File: src/rtl/serial_cmd_tx_if.sv
// Command/serial-line bundle between a frame requester and serial_cmd_tx.
`timescale 1ns/1ps
interface serial_cmd_tx_if;
    logic       start;
    logic [7:0] cmd_data;
    logic       TX;
    logic       busy;
    logic       done;

    modport master (output start, cmd_data, input TX, busy, done);
    modport slave  (input start, cmd_data, output TX, busy, done);
endinterface

File: src/rtl/serial_cmd_tx.sv
// Sends a 3-byte 8N1 frame (HEADER, cmd, HEADER^cmd) on TX; TX falls the cycle after start is accepted.
// start is only taken in IDLE; requests while busy are dropped, not queued.
`timescale 1ns/1ps
module serial_cmd_tx #(
    parameter int unsigned CLK_DIV = 5208,
    parameter logic [7:0]  HEADER  = 8'hA5
) (
    input logic            CLK,
    input logic            RESET,
    serial_cmd_tx_if.slave bus
);

    typedef enum logic [1:0] {IDLE, START, DATA, STOP} state_t;

    localparam logic [15:0] BAUD_LAST = 16'(CLK_DIV - 1);

    state_t      state_q, state_d;
    logic [15:0] baud_q, baud_d;
    logic [2:0]  bit_q, bit_d;
    logic [1:0]  idx_q, idx_d;
    logic [7:0]  data_q, data_d;
    logic [7:0]  csum_q, csum_d;
    logic        tx_q, tx_d;
    logic        busy_q, busy_d;
    logic        done_q, done_d;
    logic        baud_wrap;
    logic [7:0]  next_byte;

    assign baud_wrap = (baud_q == BAUD_LAST);

    always_ff @(posedge CLK) begin
        if (RESET) begin
            state_q <= IDLE;
            baud_q  <= '0;
            bit_q   <= '0;
            idx_q   <= '0;
            data_q  <= '0;
            csum_q  <= '0;
            tx_q    <= 1'b1;
            busy_q  <= 1'b0;
            done_q  <= 1'b0;
        end else begin
            state_q <= state_d;
            baud_q  <= baud_d;
            bit_q   <= bit_d;
            idx_q   <= idx_d;
            data_q  <= data_d;
            csum_q  <= csum_d;
            tx_q    <= tx_d;
            busy_q  <= busy_d;
            done_q  <= done_d;
        end
    end

    always_comb begin
        state_d = state_q;
        baud_d  = baud_q;
        bit_d   = bit_q;
        idx_d   = idx_q;
        data_d  = data_q;
        csum_d  = csum_q;
        done_d  = 1'b0;
        case (state_q)
            IDLE: begin
                baud_d = '0;
                if (bus.start) begin
                    data_d  = bus.cmd_data;
                    csum_d  = HEADER ^ bus.cmd_data;
                    idx_d   = 2'd0;
                    bit_d   = 3'd0;
                    state_d = START;
                end
            end
            START: begin
                if (baud_wrap) begin
                    baud_d  = '0;
                    bit_d   = 3'd0;
                    state_d = DATA;
                end else begin
                    baud_d = baud_q + 16'd1;
                end
            end
            DATA: begin
                if (baud_wrap) begin
                    baud_d = '0;
                    if (bit_q == 3'd7) begin
                        state_d = STOP;
                    end else begin
                        bit_d = bit_q + 3'd1;
                    end
                end else begin
                    baud_d = baud_q + 16'd1;
                end
            end
            STOP: begin
                if (baud_wrap) begin
                    baud_d = '0;
                    // Next start bit follows the stop bit with no gap.
                    if (idx_q < 2'd2) begin
                        idx_d   = idx_q + 2'd1;
                        state_d = START;
                    end else begin
                        state_d = IDLE;
                        done_d  = 1'b1;
                    end
                end else begin
                    baud_d = baud_q + 16'd1;
                end
            end
            default: state_d = IDLE;
        endcase
    end

    // TX is registered from the next state so the line moves with the state change.
    always_comb begin
        next_byte = HEADER;
        tx_d      = 1'b1;
        case (idx_d)
            2'd0:    next_byte = HEADER;
            2'd1:    next_byte = data_d;
            default: next_byte = csum_d;
        endcase
        case (state_d)
            START:   tx_d = 1'b0;
            DATA:    tx_d = next_byte[bit_d];
            default: tx_d = 1'b1;
        endcase
        busy_d = (state_d != IDLE);
    end

    assign bus.TX   = tx_q;
    assign bus.busy = busy_q;
    assign bus.done = done_q;

endmodule

File: src/flat_wrapper.sv
// flat-port wrapper written by rule: the top's interface ports become plain ports
module serial_cmd_tx_flat 
#(
    parameter int unsigned CLK_DIV = 5208,
    parameter logic [7:0]  HEADER  = 8'hA5
)
  (CLK, RESET, bus_start, bus_cmd_data, bus_TX, bus_busy, bus_done);
  serial_cmd_tx_if bus_i ();
  input logic CLK;
  input logic RESET;
  input wire logic [$bits(bus_i.start)-1:0] bus_start;
  input wire logic [$bits(bus_i.cmd_data)-1:0] bus_cmd_data;
  output wire logic [$bits(bus_i.TX)-1:0] bus_TX;
  output wire logic [$bits(bus_i.busy)-1:0] bus_busy;
  output wire logic [$bits(bus_i.done)-1:0] bus_done;
  assign bus_i.start = bus_start;
  assign bus_i.cmd_data = bus_cmd_data;
  assign bus_TX = bus_i.TX;
  assign bus_busy = bus_i.busy;
  assign bus_done = bus_i.done;
  serial_cmd_tx #(.CLK_DIV(CLK_DIV), .HEADER(HEADER)) u_core (.CLK(CLK), .RESET(RESET), .bus(bus_i));
endmodule
File: config.mk
export PLATFORM = sky130hd
export DESIGN_NAME = serial_cmd_tx_flat
export DESIGN_NICKNAME = d
export VERILOG_FILES = /design/src/rtl/serial_cmd_tx_if.sv /design/src/rtl/serial_cmd_tx.sv /design/src/flat_wrapper.sv
export SDC_FILE = /design/constraint.sdc
export NUM_CORES = 1
export LEC_CHECK = 0
export ABC_CLOCK_PERIOD_IN_PS = 2900
export CAP_MARGIN = 20
export CORE_MARGIN = 10
export CORE_UTILIZATION = 43
export DETAILED_ROUTE_END_ITERATION = 7
export DONT_BUFFER_PORTS = 1
export SETUP_SLACK_MARGIN = 0.4
export SYNTH_ARGS = -nofsm -noshare
export SYNTH_HDL_FRONTEND = slang
export SYNTH_SLANG_ARGS = --single-unit
File: constraint.sdc
create_clock -name CLK -period 2.9 [get_ports CLK]
set_clock_uncertainty 0.15 [all_clocks]
set_input_delay 0.87 -clock CLK [delete_from_list [all_inputs] [get_ports CLK]]
set_output_delay 0.87 -clock CLK [all_outputs]
set_load 0.005 [all_outputs]
======== Yosys cells after proc, flatten, opt, wreduce, memory -nomap -nowiden ========
Index checks and enable logic that the tools add are counted.
storage, ports and cells
  bits of input ports ..................... 11
  output and inout port bits .............. 3
  flip-flop bits (word level) ............. 42
  logic and storage cells ................. 57
operators by class
  multiplexer cells ....................... 27
  add/subtract/negate cells ............... 3
  bitwise gates (word level) .............. 3
  reductions and logical operators ........ 5
  equality and inequality tests ........... 8
  $lt $le $gt $ge ......................... 2
operator list
  operator                 count
  $mux W8                  4
  $pmux W16 S2             1
  $add A16 B1 Y16 const B  1
  $eq A16 B13 Y1 const B   1
  $mux W16                 1
  $mux W2                  8
  $pmux W8 S2              1
  $mux W3                  4
  $pmux W3 S3              1
  $pmux W2 S4              1
  $eq A2 B1 Y1 const B     3
  $eq A2 B2 Y1 const B     3
  $reduce_or A3 Y1         2
  $logic_not A2 Y1         2
  $lt A3 B4 Y1 const B     1
  $not A4 Y4               1
  $pmux W2 S2              1
  $add A3 B1 Y3 const B    1
  $bmux W1 S3              1
  $eq A3 B3 Y1 const B     1
  $mux W1                  3
  $add A2 B1 Y2 const B    1
  $lt A2 B2 Y1 const B     1
  $not A1 Y1               2
  2 further kinds          2

======== Depth between registers and ports, before layout ========
Gate-level depths: netlist of run 1.
  depth after elaboration ................. 9
  depth in mapped cells ................... 13
  depth with buffers taken out ............ 11

======== Worst setup path before layout of run 1 ========
OpenSTA, ideal clock, no wires.
  kind .................................... register -> register
  start ................................... register u_core.baud_q[3]
  end ..................................... register u_core.tx_q, in the netlist u_core.bus.TX
  data required time ...................... 2.605 ns
  path slack .............................. -0.155 ns
  path buffers ............................ 1
  stages on the path, launching flop included .. 11
  arrival time ............................ 2.760 ns
  setup time .............................. 0.145 ns
  period minus slack after synthesis ...... 3.055 ns
  cell sequence ........................... dfxtp_1 -> or4b_4 -> nor4_4 -> buf_4 -> mux2_4 -> and2_1 -> or3_1 -> a21oi_1 -> a32oi_1 -> o211ai_2 -> a41oi_2
between the ends
  cells in the longest elaborated chain, start to end .. 8
  elaborated cells between the ends (all ways) .. 18
  classes of those cells .................. eq/ne (4); mux (13); reduce/logical (1)
ends and longest elaborated chain
  element                                           line                  source
  start, declared                                   serial_cmd_tx.sv:18   logic [15:0] baud_q, baud_d;
  start signal, assigned                            serial_cmd_tx.sv:44   baud_q <= baud_d;
  $eq A16 B13 Y1 *                                  serial_cmd_tx.sv:29   assign baud_wrap = (baud_q == BAUD_LAST);
  $mux W2                                           serial_cmd_tx.sv:96   if (baud_wrap) begin
  $pmux W2 S2                                       serial_cmd_tx.sv:63   case (state_q)
  $eq A2 B1 Y1 or $logic_not A2 Y1 (tied branches)  serial_cmd_tx.sv:118  case (idx_d)
  $pmux W8 S2                                       serial_cmd_tx.sv:118
  $bmux W1 S3                                       serial_cmd_tx.sv:125  DATA: tx_d = next_byte[bit_d];
  $mux W1 (implied by the code)                     serial_cmd_tx.sv:125
  $pmux W1 S2 *                                     serial_cmd_tx.sv:123  case (state_d)
  end signal, assigned                              serial_cmd_tx.sv:49   tx_q <= tx_d;
  end, declared                                     serial_cmd_tx.sv:23   logic tx_q, tx_d;
Every way passes the cells marked *; elsewhere a longest branch is shown, timed or not. The select of a mux whose other input is x is not followed.
A chain may end at the register's enable or synchronous reset.

======== Worst setup path after layout of run 1 ========
  start ................................... register u_core.baud_q[13]
  end ..................................... register u_core.tx_q, in the netlist u_core.bus.TX
The elaborated chain is that of the path after synthesis.

==> results of run 1 <==
sequential cells by signal, indices dropped and copies added, names as in the netlist:
register	cells
u_core.csum_q	8
u_core.idx_q	2
u_core.state_q	2
u_core.data_q	8
u_core.baud_q	16
u_core.bit_q	3
u_core.bus.TX	1
u_core.bus.busy	1
u_core.bus.done	1
cells in the final DEF, fill, tap and decap left out, types with 3 or more instances in the layout:
cell type	synthesis	final
clkbuf_8	0	5
nand2_1	36	35
xnor2_1	5	5
and3_1	5	5
nor2b_1	4	4
nand4_1	4	4
buf_4	3	23
nor3_1	5	5
dfxtp_1	42	40
inv_1	7	7
nand2_2	2	3
ha_1	7	7
xor2_1	9	9
nand3_1	7	7
o21ai_0	8	8
a21oi_1	22	21
nor2_1	40	40
final timing paths:
kind	end	slack, ps
worst min register to register	u_core.data_q[6]	290
worst max register to register	u_core.bus.TX	-4
worst max-delay path	u_core.bus.TX	-4
worst min-delay path	u_core.data_q[6]	290
per-layer routing:
metal  vias up  wire length, µm  GRT usage
li1        966                -          -
met4         0               40     0.0347
met1       840             2450      0.159
met3         4              133     0.0310
met5         -                0          0
met2        17             2370      0.189
what timing repair did:
action	in CTS	in global routing
resized for setup	3	9
setup endpoints to repair	2	19
cloned	0	0
endpoints found under the hold margin	0	0
pin swaps	0	2
setup buffers	1	2
where the power goes:
part           leakage (nW)  switching (mW)  internal, mW
sequential            0.343          0.0171         0.604
clock                0.0383           0.185         0.166
combinational         0.571          0.0991        0.0661
total                 0.952           0.301         0.836
cells in the mapped netlist (3+ instances only):
cell type	count	area [µm²]
buf_4	3	22.5
nor2_1	40	150
dfxtp_1	42	841
a21oi_1	22	110
nor3_1	5	25.0
xor2_1	9	78.8
xnor2_1	5	43.8
nand3_1	7	35.0
nor2b_1	4	25.0
ha_1	7	87.6
clkbuf_1	8	30.0
nand2_1	36	135
o21ai_0	8	40.0
or3_1	4	25.0
nand4_1	4	25.0
inv_1	7	26.3
and3_1	5	31.3
critical path: stages (launching register included):
cell,delay (ps)
dfxtp_2,320
or4b_4,540
nor4_4,240
buf_4,170
mux2_4,300
and2_4,140
or3_4,390
a21oi_4,140
a32oi_2,120
o211ai_2,160
a41oi_2,100
logic make-up (layout without fill, tap and decap cells):
family	count (synthesis)	in the layout
simple gates	125	125
compound gates	55	55
flops	42	42
buf+inv	21	38
xor+xnor	14	14
fa+ha+maj	7	7
mux	5	5
through the flow:
| step | std cells | hold WS, ps | setup slack (ps) |
|---|---|---|---|
| floorplan | 269 | 276 | -36.2 |
| global placement | 346 | 285 | 9.71 |
| detailed placement | 346 | 286 | -48.8 |
| CTS | 354 | 297 | -36.4 |
| global route | 356 | 323 | -149 |
| finish | 356 | 295 | -4.05 |
final cells by class:
class / count / area, µm²
clock buffers: 7 / 76.3
repair buffers: 24 / 184
inverters: 7 / 26.3
fillers: 505 / 2470
well taps: 70 / 87.6
multi-input cells: 206 / 1350
flip-flops and latches: 42 / 843
==> summary.md, run 1 <==
| Metric | Value |
|---|---|
| Post-synthesis cell count | 269 |
| Setup Viol. Count Final | 1 |
| Initial Util | 0.440 |
| Worst reg2reg path startpoint | u_core.baud_q[13] |
| Asr flop ratio synth | 0 |
| Final core utilization | 0.509 |
| Status | finished with violations |
| NumNets Final | 304 |
| Share of post-route cells with drive strength above 1 | 0.210 |
| WS Path Type | reg -> reg |
| Main combinational cell family by area after synthesis | simple AND/OR/NAND/NOR gates |
| Die footprint | 8440 µm² |
| Data required time at the worst endpoint | 2910 ps |
| Setup ws final | -4.05 ps |
| First-pass GRT wire length | 8580 µm |
| Largest net degree at the start of global routing | 27 |
| N_diodes | 0 |
| Tightest Pin Transition | 668 ps |
| Initial DRC count | 61 |
| Cell Rows | 26 |
| # clock sinks | 42 |
| Crit. Startpoint | u_core.baud_q[13] |
| GRT Total Usage | 0.121 |
| Die Span Y | 91.9 µm |
| Max_slew headroom | 0.554 |
| Post-synth top flop | dfxtp_1 |
| Via-to-Cell Ratio | 5.13 |
| Tot Pwr | 1.14 mW |
| # hold bufs at CTS | 0 |
| Syn Nets | 287 |
| Die width | 91.9 µm |
| Hold Path Stages | 2 |
| H-tree levels | 2 |
| Fin. max-slew vios | 0 |
| Max Cap Viol | 0 |
| Post-Synth XOR/XNOR Area | 0.0552 |
| Total grt overflow | 0 |
| Critical Path Source Type | flip-flop |
| Worst setup EP type | flip-flop |
| RSZ-0062 raised after global routing | true |
| Hold path start | u_core.data_q[6] |
| Yosys cell types | 59 |
| Post-synthesis cell area | 2220 µm² |
| Post-DP Area | 2400 µm² |
| Reg clk slew, reported paths | 70 ps |
| Root buffer cell | clkbuf_8 |
| Worst vdd ir | 0.311 mV |
| Design area | 2570 µm² |
| Post-Synth Simple-Gate Area | 0.279 |
| Synth Area in Adders | 0.0394 |
| Share of the yosys chip area belonging to registers | 0.379 |
| P per Cell Area | 443 nW/µm² |
| Initial antenna violation count | 0 |
| HPWL after DPL | 3660 µm |
| Tmin final | 2900 ps |
| Fmax | 344 MHz |
| Core area | 5040 µm² |
| Syn_area_per_cell | 8.26 µm² |
| Yosys warns | 0 |
| Vias in the first global route | 1,756 |
| Reg2Reg Depth | 10 |
| Number of synthesized register bits | 42 |
| Via count | 1,827 |
| Drt wl/cell | 14.0 µm |
| Port-buffer cells | 0 |
| TNS Setup | -4.05 ps |
| Total wire length | 5000 µm |
| TritonCTS clock tree | done |
| Failing checks | negative setup slack |
| Crit path arrival time | 2910 ps |
| Post-synth EDFFs | 0 |
| Final Hold Vio Count | 0 |
| Area Overhead vs Synth | 15.6% |
| DRC viols | 0 |
| Top Ports | 14 |
| Leakage | 0.952 nW |
| Critical Path Fanout Max | 3 |
| Min-Delay Path Class | reg -> reg |
| 1st-pass router iterations | 4 |
| Worst-Skew Late Latency | 290 ps |
| Clock Path Buffers | 2 |
| ANT nets after route | 0 |
| Compound-gate portion of the synthesized area | 0.172 |
| Multiplexer share of the synthesized area | 0.0276 |
| Number of buffers created by CTS | 5 |
| Final Cycle Share | 1.00 |
| Global placer's final weighted congestion | 0.862 |
No activity file was read; power rests on OpenSTA's default activity.
==> run 2, diff against run 1 <==
SKIP_LAST_GASP = 1   (was default)
==> summary.md, run 2 (synthesis results as in run 1) <==
| Metric | Value |
|---|---|
| Tmin final | 2910 ps (was 2900 ps) |
| Initial DRC count | 76 (was 61) |
| Via-to-Cell Ratio | 5.12 (was 5.13) |
| Tightest Pin Transition | 675 ps (was 668 ps) |
| Share of post-route cells with drive strength above 1 | 0.203 (was 0.210) |
| Fmax | 344 MHz (about the same) |
| Clock Power Share | 0.309 (was 0.308) |
| Fin. max-slew vios | 0 (unchanged) |
| Leakage | 0.947 nW (was 0.952 nW) |
| Total wire length | 5010 µm (was 5000 µm) |
| Drt wl/cell | 14.1 µm (was 14.0 µm) |
| Comb pwr share | 0.143 (was 0.145) |
| CP delay by family, top | simple AND/OR/NAND/NOR gates (unchanged) |
| Root buffer cell | clkbuf_8 (unchanged) |
| Final core utilization | 0.505 (was 0.509) |
| # clock sinks | 42 (unchanged) |
| Hold Path Stages | 2 (unchanged) |
| Worst setup EP type | flip-flop (unchanged) |
| TritonCTS clock tree | done (unchanged) |
| ANT nets after route | 0 (unchanged) |
| Design area | 2550 µm² (was 2570 µm²) |
| Critical Path Source Type | flip-flop (unchanged) |
| Reg clk slew, reported paths | 70 ps (about the same) |
| Worst reg2reg path startpoint | u_core.baud_q[13] (unchanged) |
| Cell Rows | 26 (unchanged) |
| Total grt overflow | 0 (unchanged) |
| Crit path arrival time | 2920 ps (was 2910 ps) |
| First-pass GRT wire length | 8580 µm (unchanged) |
| Initial antenna violation count | 0 (unchanged) |
| Worst vdd ir | 0.309 mV (was 0.311 mV) |
| Seq pwr share | 0.548 (was 0.546) |
| Max_slew headroom | 0.549 (was 0.554) |
| Core area | 5040 µm² (unchanged) |
| Die footprint | 8440 µm² (unchanged) |
| Top Registers | u_core.baud_q (16), u_core.csum_q (8), u_core.data_q (8) (unchanged) |
| Data required time at the worst endpoint | 2910 ps (about the same) |
| Min-Delay Path Class | reg -> reg (unchanged) |
| Internal power | 834 µW (was 836 µW) |
| Hold path start | u_core.data_q[6] (unchanged) |
| Max stage delay on crit path | 540 ps (about the same) |
| Area Overhead vs Synth | 14.7% (was 15.6%) |
| Crit-path slowest cell | or4b_4 (unchanged) |
| RR Endpoint | u_core.bus.TX (unchanged) |
| HPWL after DPL | 3660 µm (unchanged) |
| Psw | 300 µW (was 301 µW) |
| Die width | 91.9 µm (unchanged) |
| Max Cap Viol | 0 (unchanged) |
| Number of buffers created by CTS | 5 (unchanged) |
| Setup ws final | -5.25 ps (was -4.05 ps) |
| DRC viols | 0 (unchanged) |
| FILL cells | 504 (was 505) |
| Die Span Y | 91.9 µm (unchanged) |
| N_diodes | 0 (unchanged) |
| Port-buffer cells | 0 (unchanged) |
| Setup Viol. Count Final | 1 (unchanged) |
| Via count | 1,822 (was 1,827) |
| NumNets Final | 304 (unchanged) |
| Largest register FFs | 16 (unchanged) |
| WHS Endpoint | u_core.data_q[6] (unchanged) |
| 1st-pass router iterations | 5 (was 4) |
| Worst-Skew Late Latency | 290 ps (about the same) |
| Sw frac | 0.264 (was 0.265) |
| Top Ports | 14 (unchanged) |
| Clock Path Buffers | 2 (unchanged) |
| Tot Pwr | 1.13 mW (was 1.14 mW) |
| Final Hold Vio Count | 0 (unchanged) |
| H-tree levels | 2 (unchanged) |
| Reg-to-reg slack, setup | -5 ps (was -4 ps) |
| Buf/Inv on CP | 1 (unchanged) |
| RSZ-0062 raised after global routing | true (unchanged) |
| Largest net degree at the start of global routing | 27 (unchanged) |
| Post-route insts no fill | 356 (unchanged) |
| Initial Util | 0.440 (unchanged) |
| Most flop-heavy register | u_core.baud_q (unchanged) |
| WS Path Type | reg -> reg (unchanged) |
| Status | finished with violations (unchanged) |
| Post-DP Area | 2400 µm² (unchanged) |
| Placed Cells | 346 (unchanged) |
| CP Cell Sequence | or4b_4, nor4_4, buf_4, mux2_4, and2_4, or3_1, a21oi_2, a32oi_1, o211ai_2, a41oi_2 (was or4b_4, nor4_4, buf_4, mux2_4, and2_4, or3_4, a21oi_4, a32oi_2, o211ai_2, a41oi_2) |
| Commonest cells after routing, fill and taps aside | nor2_1, dfxtp_1, nand2_1 (unchanged) |
| Failing checks | negative setup slack (unchanged) |
| Global placer's final weighted congestion | 0.862 (unchanged) |
| Final Cycle Share | 1.00 (about the same) |
| GRT Total Usage | 0.121 (unchanged) |
| Critical Path Fanout Max | 3 (unchanged) |
| Vias in the first global route | 1,756 (unchanged) |
| P per Cell Area | 445 nW/µm² (was 443 nW/µm²) |
| Reg2Reg Depth | 10 (unchanged) |
run 2: cell counts in the layout (fill, tap and decap cells not counted):
Identical to the previous run, type by type.
run 2: final cells by class:
type,count,area (µm²),share of cell area
multi-input combinational,206,1330,0.522
sequential,42,843,0.331
timing repair buffer,24,184,0.0722
tap,70,87.6,0.0344
clock buffer,7,76.3,0.0300
inverter,7,26.3,0.0103
run 2: per-layer routing:
metal / GRT usage / wire length [µm]
met1: 0.159 / 2490
met2: 0.189 / 2360
met4: 0.0347 / 40
met3: 0.0310 / 111
met5: 0 / 0
run 2: power groups by stage:
stage          clock network [mW]  registers (mW)  logic [mW]
5_1_grt                     0.394           0.625       0.183
3_3_place_gp                    0           0.635       0.147
2_1_floorplan                   0           0.629       0.121
6_report                    0.351           0.621       0.162
3_5_place_dp                    0           0.636       0.148
4_1_cts                     0.366           0.622       0.152
run 2: per-stage QoR:
step / worst slack (ps) / hold WS, ps / setup TNS, ps
3_5_place_dp: -48.8 / 286 / -48.8
6_report: -5.25 / 294 / -5.25
2_1_floorplan: -36.2 / 276 / -36.2
5_1_grt: -159 / 323 / -159
3_3_place_gp: 9.71 / 285 / 0
4_1_cts: -36.4 / 297 / -36.4
run 2: how the worst max path moves through the flow:
stage / from / end / slack (ps) / cells past startpoint
finish: u_core.baud_q[13] / u_core.bus.TX / -5 / 10
global route: u_core.baud_q[13] / u_core.bus.TX / -160 / 10
CTS: u_core.baud_q[13] / u_core.bus.TX / -40 / 10
detailed placement: u_core.baud_q[13] / u_core.bus.TX / -50 / 10
global placement: u_core.baud_q[13] / u_core.bus.TX / 10 / 10
floorplan: u_core.baud_q[13] / u_core.bus.TX / -40 / 10
run 2: worst register-to-register path: cells and delay by family, from the launching register on:
kind / cells / cell delay [ps]
AND/OR/NAND/NOR: 4 / 1300
buffers and inverters: 1 / 170
AO/OA/AOI/OAI: 4 / 540
flip-flops: 1 / 320
multiplexers: 1 / 300
run 2: what timing repair did:
action / 4_1_cts / 5_1_grt
endpoints found under the hold margin: 0 / 0
hold buffers: 0 / 0
cloned: 0 / 0
setup endpoints to repair: 2 / 19
pin swaps: 0 / 2
setup buffers: 1 / 2
gates resized for setup: 3 / 6
==> run 3, diff against run 2 <==
CELL_PAD_IN_SITES_DETAIL_PLACEMENT = 0   (was default)
CELL_PAD_IN_SITES_GLOBAL_PLACEMENT = 1   (was default)
PLACE_DENSITY_LB_ADDON = 0.1   (was default)
==> summary.md, run 3 (synthesis results as in run 1) <==
| Metric | Value |
|---|---|
| Status | finished with violations (unchanged) |
| Failing checks | negative setup slack (unchanged) |
| Top Registers | u_core.baud_q (16), u_core.csum_q (8), u_core.data_q (8) (unchanged) |
| Setup Viol. Count Final | 1 (unchanged) |
| Die Span Y | 91.9 µm (unchanged) |
| Worst setup EP type | flip-flop (unchanged) |
| Hold Path Stages | 2 (unchanged) |
| Max_slew headroom | 0.401 (was 0.549) |
| Via count | 1,899 (was 1,822) |
| Hold path start | u_core.data_q[5] (was u_core.data_q[6]) |
| Largest net degree at the start of global routing | 27 (unchanged) |
| Gr busiest metal | met2 (unchanged) |
| P per Cell Area | 447 nW/µm² (was 445 nW/µm²) |
| Share of post-route cells with drive strength above 1 | 0.247 (was 0.203) |
| GRT Total Usage | 0.127 (was 0.121) |
| Drt wl/cell | 14.9 µm (was 14.1 µm) |
| Data required time at the worst endpoint | 2970 ps (was 2910 ps) |
| 1st-pass router iterations | 5 (unchanged) |
| Number of buffers created by CTS | 5 (unchanged) |
| Initial Util | 0.440 (unchanged) |
| DRC viols | 0 (unchanged) |
| TritonCTS clock tree | done (unchanged) |
| Final Cycle Share | 1.01 (was 1.00) |
| Via-to-Cell Ratio | 5.30 (was 5.12) |
| Most common cell after layout, fill and taps aside | dfxtp_1 |
| Fmax | 341 MHz (was 344 MHz) |
| Reg clk slew, reported paths | 80 ps (was 70 ps) |
| Critical Path Fanout Max | 6 (was 3) |
| Most flop-heavy register | u_core.baud_q (unchanged) |
| Die footprint | 8440 µm² (unchanged) |
| Clock Power Share | 0.329 (was 0.309) |
| WS Path Type | reg -> reg (unchanged) |
| # hold bufs at CTS | 0 (unchanged) |
| DP Worst Slack | -32.7 ps (was -48.8 ps) |
| Area Overhead vs Synth | 18.5% (was 14.7%) |
| NumNets Final | 305 (was 304) |
| Global placer's final weighted congestion | 0.792 (was 0.862) |
| N_diodes | 0 (unchanged) |
| Leakage | 0.966 nW (was 0.947 nW) |
| Post-route insts no fill | 358 (was 356) |
| Vias in the first global route | 1,839 (was 1,756) |
| Worst vdd ir | 0.207 mV (was 0.309 mV) |
| Commonest cells after routing, fill and taps aside | dfxtp_1, nor2_1, nand2_1 (was nor2_1, dfxtp_1, nand2_1) |
| Setup ws final | -34.1 ps (was -5.25 ps) |
| Worst-Skew Late Latency | 290 ps (about the same) |
| Psw | 316 µW (was 300 µW) |
| Initial DRC count | 55 (was 76) |
| Tightest Pin Transition | 898 ps (was 675 ps) |
| Port-buffer cells | 0 (unchanged) |
| GR met3 Demand/Resource | 0.0293 (was 0.0310) |
| Reg2Reg Depth | 10 (unchanged) |
| Met1 Use GR | 0.160 (was 0.159) |
| Fin. max-slew vios | 0 (unchanged) |
| # clock sinks | 42 (unchanged) |
| WHS | 303 ps (was 294 ps) |
| FILL cells | 507 (was 504) |
| Die width | 91.9 µm (unchanged) |
| Top Ports | 14 (unchanged) |
| Worst reg2reg path startpoint | u_core.baud_q[11] (was u_core.baud_q[13]) |
| RR Endpoint | u_core.bus.TX (unchanged) |
| Reg-to-reg slack, setup | -30 ps (was -5 ps) |
| Max Cap Viol | 0 (unchanged) |
| Cell Rows | 26 (unchanged) |
| First-pass GRT wire length | 8970 µm (was 8580 µm) |
| Clock Path Buffers | 2 (unchanged) |
| Internal power | 862 µW (was 834 µW) |
| H-tree levels | 2 (unchanged) |
| Total grt overflow | 0 (unchanged) |
| Largest register FFs | 16 (unchanged) |
| ANT nets after route | 0 (unchanged) |
| Comb pwr share | 0.143 (about the same) |
| Core area | 5040 µm² (unchanged) |
| Critical Path Source Type | flip-flop (unchanged) |
| Root buffer cell | clkbuf_8 (unchanged) |
| Final Hold Vio Count | 0 (unchanged) |
| Seq pwr share | 0.528 (was 0.548) |
| Sw frac | 0.268 (was 0.264) |
| RSZ-0062 raised after global routing | true (unchanged) |
| Min-Delay Path Class | reg -> reg (unchanged) |
| Initial antenna violation count | 0 (unchanged) |
| Tmin final | 2930 ps (was 2910 ps) |
| Placed Cells | 342 (was 346) |
| WHS Endpoint | u_core.data_q[5] (was u_core.data_q[6]) |
| Met2 Usage GRT | 0.209 (was 0.189) |
| HPWL after DPL | 3900 µm (was 3660 µm) |
| Crit path arrival time | 3000 ps (was 2920 ps) |
| Final core utilization | 0.522 (was 0.505) |
| Total wire length | 5330 µm (was 5010 µm) |
run 3: power by group through the flow:
stage | Sequential, mW | Combinational, mW | Clock (mW)
final | 0.622 | 0.169 | 0.387
after global routing | 0.625 | 0.187 | 0.424
after CTS | 0.622 | 0.157 | 0.404
after detailed placement | 0.636 | 0.150 | 0
after global placement | 0.635 | 0.150 | 0
after floorplan | 0.629 | 0.121 | 0
run 3: per-layer routing:
metal	part of all wire	routed length, µm
met1	0.49	2590
met2	0.48	2540
met3	0.029	152
met4	0.0075	40
met5	0	0
run 3: timing repair:
item	in CTS	in global routing
gates cloned	0	0
resized for setup	7	18
pin swaps	2	11
setup endpoints to repair	3	20
setup buffers	3	5
run 3: worst max-delay path by stage:
stage                           start       endpoint  slack (ps)
finish              u_core.baud_q[11]  u_core.bus.TX         -30
global route        u_core.baud_q[11]  u_core.bus.TX        -130
CTS                  u_core.baud_q[5]  u_core.bus.TX         -20
detailed placement   u_core.baud_q[5]  u_core.bus.TX         -30
global placement    u_core.baud_q[13]  u_core.bus.TX          30
floorplan           u_core.baud_q[13]  u_core.bus.TX         -40
run 3: layout make-up:
type	count	area, µm²	share of cell area
Clock buffer	7	86.3	0.0328
Sequential cell	42	843	0.320
Tap cell	70	87.6	0.0333
Multi-Input combinational cell	206	1390	0.528
Timing Repair Buffer	25	195	0.0741
Clock inverter	1	5.00	0.00190
Inverter	7	26.3	0.00998
run 3: critical path, stage by stage (launching register included):
cell and delay [ps]:
dfxtp_2 320, or4b_4 540, nor4_4 350, buf_4 180, mux2_4 330, and2_4 200
buf_4 150, mux2i_1 110, o2111ai_1 210, o211ai_2 140, a41oi_2 190
run 3: metrics by stage:
stage | power (mW) | setup TNS [ps] | cell area (µm²)
after floorplan | 0.751 | -36.2 | 2230
after global placement | 0.785 | 0 | 2370
after detailed placement | 0.786 | -32.7 | 2370
after CTS | 1.18 | -21.5 | 2510
after global routing | 1.24 | -135 | 2630
final | 1.18 | -34.1 | 2630
